===== src/rtl/mem_access_sequencer_if.sv =====
// rtl/mem_access_sequencer_if.sv - request, response and memory bus bundle for mem_access_sequencer
//
// Purpose : groups the fetch port, the data (LDR/STR) port and the memory
//           array port of the sequencer into one bundle.
// Modports: slave  - the sequencer itself (takes requests, drives memory)
//           master - the surrounding core / memory model side
// Signals : fetch_req/fetch_addr/fetch_done/fetch_instr   fetch port
//           data_req/data_rw/data_addr/data_wdata/data_done/data_rdata  data port
//           mem_en/mem_rw/mem_addr/mem_wdata/mem_rdata      memory port
//           busy                                           ACCESS or DONE
//           fetch_stall_cnt                                only with MEM_SEQ_PERF_EN
// Macro   : MEM_SEQ_PERF_EN adds fetch_stall_cnt.

interface mem_access_sequencer_if #(
    parameter int PC_W   = 8,
    parameter int ADDR_W = 16,
    parameter int DATA_W = 32
);
    logic              fetch_req;
    logic [PC_W-1:0]   fetch_addr;
    logic              fetch_done;
    logic [DATA_W-1:0] fetch_instr;
    logic              data_req;
    logic              data_rw;
    logic [ADDR_W-1:0] data_addr;
    logic [DATA_W-1:0] data_wdata;
    logic              data_done;
    logic [DATA_W-1:0] data_rdata;
    logic              mem_en;
    logic              mem_rw;
    logic [ADDR_W-1:0] mem_addr;
    logic [DATA_W-1:0] mem_wdata;
    logic [DATA_W-1:0] mem_rdata;
    logic              busy;
`ifdef MEM_SEQ_PERF_EN
    logic [15:0]       fetch_stall_cnt;
`endif

    modport slave (
        input  fetch_req, fetch_addr, data_req, data_rw, data_addr, data_wdata, mem_rdata,
        output fetch_done, fetch_instr, data_done, data_rdata,
        output mem_en, mem_rw, mem_addr, mem_wdata, busy
`ifdef MEM_SEQ_PERF_EN
        , output fetch_stall_cnt
`endif
    );

    modport master (
        output fetch_req, fetch_addr, data_req, data_rw, data_addr, data_wdata, mem_rdata,
        input  fetch_done, fetch_instr, data_done, data_rdata,
        input  mem_en, mem_rw, mem_addr, mem_wdata, busy
`ifdef MEM_SEQ_PERF_EN
        , input fetch_stall_cnt
`endif
    );
endinterface


===== src/rtl/mem_access_sequencer.sv =====
// rtl/mem_access_sequencer.sv - single-port memory sequencer arbitrating fetch and data accesses
//
// Purpose : shares one memory between instruction fetch and LDR/STR. Data
//           wins over fetch. The winner's address/rw/wdata are driven with
//           mem_en for MEM_LAT cycles, read data is captured on the last
//           access edge, and a one-cycle done pulse follows.
// Ports   : clk   - rising-edge clock
//           reset - asynchronous active-low reset
//           bus   - mem_access_sequencer_if.slave (fetch, data and memory ports, busy)
// Macro   : MEM_SEQ_PERF_EN adds the saturating 16-bit fetch_stall_cnt output.

module mem_access_sequencer #(
    parameter int PC_W    = 8,
    parameter int ADDR_W  = 16,
    parameter int DATA_W  = 32,
    parameter int MEM_LAT = 2
) (
    input  logic                    clk,
    input  logic                    reset,
    mem_access_sequencer_if.slave   bus
);
    typedef enum logic [1:0] {S_IDLE, S_ACCESS, S_DONE} state_t;

    localparam logic [3:0] LAT_INIT = 4'(MEM_LAT - 1);

    state_t            state_q, state_d;
    logic [3:0]        cnt_q, cnt_d;
    logic              owner_data_q, owner_data_d;   // 1: data port owns the access
    logic              mem_en_q, mem_en_d;
    logic              mem_rw_q, mem_rw_d;
    logic [ADDR_W-1:0] mem_addr_q, mem_addr_d;
    logic [DATA_W-1:0] mem_wdata_q, mem_wdata_d;
    logic              fetch_done_q, fetch_done_d;
    logic              data_done_q, data_done_d;
    logic [DATA_W-1:0] fetch_instr_q, fetch_instr_d;
    logic [DATA_W-1:0] data_rdata_q, data_rdata_d;
    logic              busy_q, busy_d;
`ifdef MEM_SEQ_PERF_EN
    logic [15:0]       stall_q, stall_d;
`endif

    always_comb begin
        state_d       = state_q;
        cnt_d         = cnt_q;
        owner_data_d  = owner_data_q;
        mem_en_d      = mem_en_q;
        mem_rw_d      = mem_rw_q;
        mem_addr_d    = mem_addr_q;
        mem_wdata_d   = mem_wdata_q;
        fetch_done_d  = 1'b0;
        data_done_d   = 1'b0;
        fetch_instr_d = fetch_instr_q;
        data_rdata_d  = data_rdata_q;

        case (state_q)
            S_IDLE: begin
                mem_en_d    = 1'b0;
                mem_rw_d    = 1'b0;
                mem_addr_d  = '0;
                mem_wdata_d = '0;
                if (bus.data_req) begin
                    owner_data_d = 1'b1;
                    mem_en_d     = 1'b1;
                    mem_rw_d     = bus.data_rw;
                    mem_addr_d   = bus.data_addr;
                    mem_wdata_d  = bus.data_rw ? bus.data_wdata : '0;
                    cnt_d        = LAT_INIT;
                    state_d      = S_ACCESS;
                end else if (bus.fetch_req) begin
                    owner_data_d = 1'b0;
                    mem_en_d     = 1'b1;
                    mem_addr_d   = ADDR_W'(bus.fetch_addr);
                    cnt_d        = LAT_INIT;
                    state_d      = S_ACCESS;
                end
            end
            S_ACCESS: begin
                if (cnt_q == 4'd0) begin
                    // mem_rw_q still reflects the access in flight on this edge
                    if (!mem_rw_q) begin
                        if (owner_data_q) data_rdata_d  = bus.mem_rdata;
                        else              fetch_instr_d = bus.mem_rdata;
                    end
                    fetch_done_d = !owner_data_q;
                    data_done_d  = owner_data_q;
                    mem_en_d     = 1'b0;
                    mem_rw_d     = 1'b0;
                    mem_addr_d   = '0;
                    mem_wdata_d  = '0;
                    state_d      = S_DONE;
                end else begin
                    cnt_d = cnt_q - 4'd1;
                end
            end
            S_DONE: begin
                state_d = S_IDLE;
            end
            default: begin
                state_d = S_IDLE;
            end
        endcase

        busy_d = (state_d != S_IDLE);
    end

`ifdef MEM_SEQ_PERF_EN
    // A fetch is stalled while data is being granted in IDLE or owns ACCESS/DONE.
    always_comb begin
        stall_d = stall_q;
        if (bus.fetch_req && (stall_q != 16'hFFFF) &&
            (((state_q == S_IDLE) && bus.data_req) ||
             ((state_q != S_IDLE) && owner_data_q)))
            stall_d = stall_q + 16'd1;
    end
`endif

    always_ff @(posedge clk or negedge reset) begin
        if (!reset) begin
            state_q       <= S_IDLE;
            cnt_q         <= '0;
            owner_data_q  <= 1'b0;
            mem_en_q      <= 1'b0;
            mem_rw_q      <= 1'b0;
            mem_addr_q    <= '0;
            mem_wdata_q   <= '0;
            fetch_done_q  <= 1'b0;
            data_done_q   <= 1'b0;
            fetch_instr_q <= '0;
            data_rdata_q  <= '0;
            busy_q        <= 1'b0;
`ifdef MEM_SEQ_PERF_EN
            stall_q       <= '0;
`endif
        end else begin
            state_q       <= state_d;
            cnt_q         <= cnt_d;
            owner_data_q  <= owner_data_d;
            mem_en_q      <= mem_en_d;
            mem_rw_q      <= mem_rw_d;
            mem_addr_q    <= mem_addr_d;
            mem_wdata_q   <= mem_wdata_d;
            fetch_done_q  <= fetch_done_d;
            data_done_q   <= data_done_d;
            fetch_instr_q <= fetch_instr_d;
            data_rdata_q  <= data_rdata_d;
            busy_q        <= busy_d;
`ifdef MEM_SEQ_PERF_EN
            stall_q       <= stall_d;
`endif
        end
    end

    assign bus.mem_en      = mem_en_q;
    assign bus.mem_rw      = mem_rw_q;
    assign bus.mem_addr    = mem_addr_q;
    assign bus.mem_wdata   = mem_wdata_q;
    assign bus.fetch_done  = fetch_done_q;
    assign bus.data_done   = data_done_q;
    assign bus.fetch_instr = fetch_instr_q;
    assign bus.data_rdata  = data_rdata_q;
    assign bus.busy        = busy_q;
`ifdef MEM_SEQ_PERF_EN
    assign bus.fetch_stall_cnt = stall_q;
`endif
endmodule

===== src/flat_wrapper.sv =====
// flat-port wrapper written by rule: the top's interface ports become plain ports
module mem_access_sequencer_flat 
#(
    parameter int PC_W    = 8,
    parameter int ADDR_W  = 16,
    parameter int DATA_W  = 32,
    parameter int MEM_LAT = 2
)
  (clk, reset, bus_fetch_req, bus_fetch_addr, bus_data_req, bus_data_rw, bus_data_addr, bus_data_wdata, bus_mem_rdata, bus_fetch_done, bus_fetch_instr, bus_data_done, bus_data_rdata, bus_mem_en, bus_mem_rw, bus_mem_addr, bus_mem_wdata, bus_busy);
  mem_access_sequencer_if #(.PC_W(PC_W), .ADDR_W(ADDR_W), .DATA_W(DATA_W)) bus_i ();
  input  logic clk;
  input  logic reset;
  input wire logic [$bits(bus_i.fetch_req)-1:0] bus_fetch_req;
  input wire logic [$bits(bus_i.fetch_addr)-1:0] bus_fetch_addr;
  input wire logic [$bits(bus_i.data_req)-1:0] bus_data_req;
  input wire logic [$bits(bus_i.data_rw)-1:0] bus_data_rw;
  input wire logic [$bits(bus_i.data_addr)-1:0] bus_data_addr;
  input wire logic [$bits(bus_i.data_wdata)-1:0] bus_data_wdata;
  input wire logic [$bits(bus_i.mem_rdata)-1:0] bus_mem_rdata;
  output wire logic [$bits(bus_i.fetch_done)-1:0] bus_fetch_done;
  output wire logic [$bits(bus_i.fetch_instr)-1:0] bus_fetch_instr;
  output wire logic [$bits(bus_i.data_done)-1:0] bus_data_done;
  output wire logic [$bits(bus_i.data_rdata)-1:0] bus_data_rdata;
  output wire logic [$bits(bus_i.mem_en)-1:0] bus_mem_en;
  output wire logic [$bits(bus_i.mem_rw)-1:0] bus_mem_rw;
  output wire logic [$bits(bus_i.mem_addr)-1:0] bus_mem_addr;
  output wire logic [$bits(bus_i.mem_wdata)-1:0] bus_mem_wdata;
  output wire logic [$bits(bus_i.busy)-1:0] bus_busy;
  assign bus_i.fetch_req = bus_fetch_req;
  assign bus_i.fetch_addr = bus_fetch_addr;
  assign bus_i.data_req = bus_data_req;
  assign bus_i.data_rw = bus_data_rw;
  assign bus_i.data_addr = bus_data_addr;
  assign bus_i.data_wdata = bus_data_wdata;
  assign bus_i.mem_rdata = bus_mem_rdata;
  assign bus_fetch_done = bus_i.fetch_done;
  assign bus_fetch_instr = bus_i.fetch_instr;
  assign bus_data_done = bus_i.data_done;
  assign bus_data_rdata = bus_i.data_rdata;
  assign bus_mem_en = bus_i.mem_en;
  assign bus_mem_rw = bus_i.mem_rw;
  assign bus_mem_addr = bus_i.mem_addr;
  assign bus_mem_wdata = bus_i.mem_wdata;
  assign bus_busy = bus_i.busy;
  mem_access_sequencer #(.PC_W(PC_W), .ADDR_W(ADDR_W), .DATA_W(DATA_W), .MEM_LAT(MEM_LAT)) u_core (.clk(clk), .reset(reset), .bus(bus_i));
endmodule

===== config.mk =====
export PLATFORM = sky130hd
export DESIGN_NAME = mem_access_sequencer_flat
export DESIGN_NICKNAME = d
export VERILOG_FILES = /design/src/rtl/mem_access_sequencer_if.sv /design/src/rtl/mem_access_sequencer.sv /design/src/flat_wrapper.sv
export SDC_FILE = /design/constraint.sdc
export NUM_CORES = 1
export LEC_CHECK = 0
export ABC_CLOCK_PERIOD_IN_PS = 4100
export BUFFER_PORTS_ARGS = -buffer_cell sky130_fd_sc_hd__buf_2
export CORE_UTILIZATION = 25
export DETAILED_ROUTE_END_ITERATION = 12
export SYNTH_ARGS = -nofsm -noshare
export SYNTH_HDL_FRONTEND = slang
export SYNTH_SLANG_ARGS = --single-unit

===== constraint.sdc =====
create_clock -name clk -period 4.1 [get_ports clk]
set_input_delay 1.025 -clock clk [delete_from_list [all_inputs] [get_ports clk]]
set_output_delay 1.025 -clock clk [all_outputs]
set_load 0.05 [all_outputs]

==> flow_metrics.tcl <==
set metrics [dict create \
    synth_cell_type_count 32 \
    core_mm2 0.0188 \
    r2r_setup_slack_ps 1650 \
    maxCapViolations 0 \
    required_ps 4390 \
    num_rows 50 \
    layoutNonFillerInstCount 768 \
    antenna_cells 0 \
    synth_cells 309 \
    min_path_cells 1 \
    cts_buffer_depth 2 \
    cts_setup_buffers 0 \
    layout_commonest_cell "buf_2" \
    ys_async_sr_fraction 1.00 \
    setup_viol 0 \
    synthSimpleGateAreaFrac 0.0300 \
    grt_pass1_vias 3600 \
    synthXorXnorAreaFrac 0 \
    final_cell_mix "buf_2, dfrtp_1, a22o_1, mux2_2, mux2_4" \
    finalCriticalPeriod_ps 2450 \
    synth.ff_latch_count 124 \
    slew-limit-headroom 0.133 \
    totalWireLength_um 11500 \
    grt_pass1_wl_um 18600 \
    antenna_found_initial 0 \
    rr_worst_depth 5 \
    synth_compound_area_frac 0.105 \
    clk_latency_ps 410 \
    cp.depth 5 \
    synthesis.area_mm2 0.00480 \
    drv_slew 0 \
    fin_setup_tns_ps 0 \
    cp-end-kind "flop" \
    grtUsageTotal 0.122 \
    hold_ws_ps 497 \
    fin_ws_ps 1650 \
    num_vias 3357 \
    pin_count 210 \
    synthAdderAreaFrac 0.00261 \
    rr_startpoint "u_core.cnt_q[0]" \
    outcome "completed" \
    hold_violations 0 \
    hold_class "flop to flop" \
    cp-start-kind "flop" \
    tightest_slew_ps 1300 \
    viasPerCell 4.37 \
    ant_nets 0 \
    critPathKind "flop to flop" \
    dp_hpwl_um 8020 \
    die_w_um 141 \
    path_clk_slew_ps 60 \
    pre_cts_slack_ps 1440 \
    die_h_um 141 \
    rsz0062_at_grt "no" \
    r2r_end "u_core.bus.fetch_instr[10]" \
    grt_max_degree 69 \
    cts_resized 0 \
    min_from "u_core.bus.mem_wdata[20]" \
    htree_levels 4 \
    worst_ep_arrival_time_ps 2740 \
    cts_made_buffers 17 \
    numClockSinks 124 \
    cp_max_fo 32 \
    die-area_mm2 0.0198 \
    worstPathCellList "inv_1, ha_1, or3b_1, or4_4, mux2_4" \
    synth_top_family_by_area "multiplexers" \
    min_to "u_core.bus.mem_wdata[20]" \
    synthMuxAreaShare 0.180 \
    yosys_warnings 0 \
    avgRoutedWirePerCell_um 15.0 \
    critical_path_buf_inv_count 1 \
    avgSynthCellArea_um2 15.5 \
    max_freq_mhz 408 \
    fin_nets 615 \
    dp.cells 736 \
    grt.overflow.total 0 \
    slowest_stage "or4_4" \
    gp_congestion 0.722 \
    synthFlopType "dfrtp_1" \
    tritoncts "built" \
    portBuffers 209 \
    drt_iter0_markers 117 \
    syn_nets 403 \
    clock-root-buffer "clkbuf_16" \
    ctsHoldBuffers 0 \
    period_share 0.598 \
    start_util 0.256 \
    area_growth_pct 38.4 \
    dr.pass1.iters 4 \
    finalClockSkew_ps 6.46 \
    max_stage_delay_ps 780 \
    critPathTopFamily "simple AND/OR/NAND/NOR gates" \
    synth-seq-area-share 0.647 \
    synth-edff-count 0 \
    drc 0 \
    drive_above_1_share 0.588 \
]
[how the worst max path moves through the flow]
stage / startpoint / to / slack (ps)
after detailed placement: bus_data_req / u_core.bus.mem_wdata[19] / 1440
after global placement: bus_data_req / u_core.bus.mem_wdata[0] / 1580
after global routing: u_core.cnt_q[0] / u_core.bus.mem_wdata[19] / 1520
after CTS: u_core.cnt_q[0] / u_core.bus.fetch_instr[10] / 1640
final: u_core.cnt_q[0] / u_core.bus.fetch_instr[10] / 1650
after floorplan: bus_data_req / u_core.bus.mem_wdata[0] / 1870
[Yosys cell counts (2+ instances only)]
cell type | n | area [um^2]
a22oi_1 | 8 | 60.1
mux2_4 | 30 | 450
inv_1 | 11 | 41.3
nand3_1 | 2 | 10.0
dfrtp_1 | 124 | 3100
buf_12 | 3 | 60.1
a22o_1 | 40 | 350
clkbuf_1 | 14 | 52.6
or2_2 | 2 | 12.5
nor2_1 | 4 | 15.0
a21o_1 | 2 | 15.0
nor3_1 | 2 | 10.0
mux2i_1 | 2 | 20.0
o21ai_0 | 12 | 60.1
nand2_1 | 2 | 7.51
mux2_2 | 35 | 394
[kinds of logic after synthesis]
logic type                 count (synthesis)
AOI/OAI and AO/OA                         65
adders and majority gates                  1
buffers and inverters                     30
DFF                                      124
muxes                                     67
and+or+nand+nor                           22
[metrics by stage]
stage	utilization	instance area [um^2]
finish	0.354	6640
global route	0.354	6640
CTS	0.354	6640
detailed placement	0.322	6050
global placement	0.322	6050
floorplan	-	4800
[registers in the layout (all words and copies together) (netlist names)]
name	flops
u_core.bus.data_rdata	32
u_core.bus.fetch_instr	32
u_core.bus.mem_wdata	32
u_core.bus.mem_addr	16
u_core.cnt_q	4
u_core.state_q	2
u_core.bus.busy	1
u_core.bus.data_done	1
u_core.bus.fetch_done	1
u_core.bus.mem_en	1
u_core.bus.mem_rw	1
u_core.owner_data_q	1
[area by class of cell]
cell class / instances / area [um^2]
timing repair buffer: 212 / 1080
inverter: 11 / 41.3
clock inverter: 13 / 141
sequential: 124 / 3100
clock buffer: 19 / 453
multi-input combinational: 155 / 1530
fill: 1843 / 12100
tap: 234 / 293
[metal layers]
metal	routed length, um	GRT usage	up-vias	share of wire
met5	0	0	-	0
met4	161	0.0555	0	0.014
met2	5310	0.192	156	0.46
met3	696	0.0342	12	0.060
met1	5350	0.156	1635	0.46
li1	-	-	1554	-
Power is not shown: default switching activity piles up to over one toggle a cycle in this logic, so the estimate is an artifact.
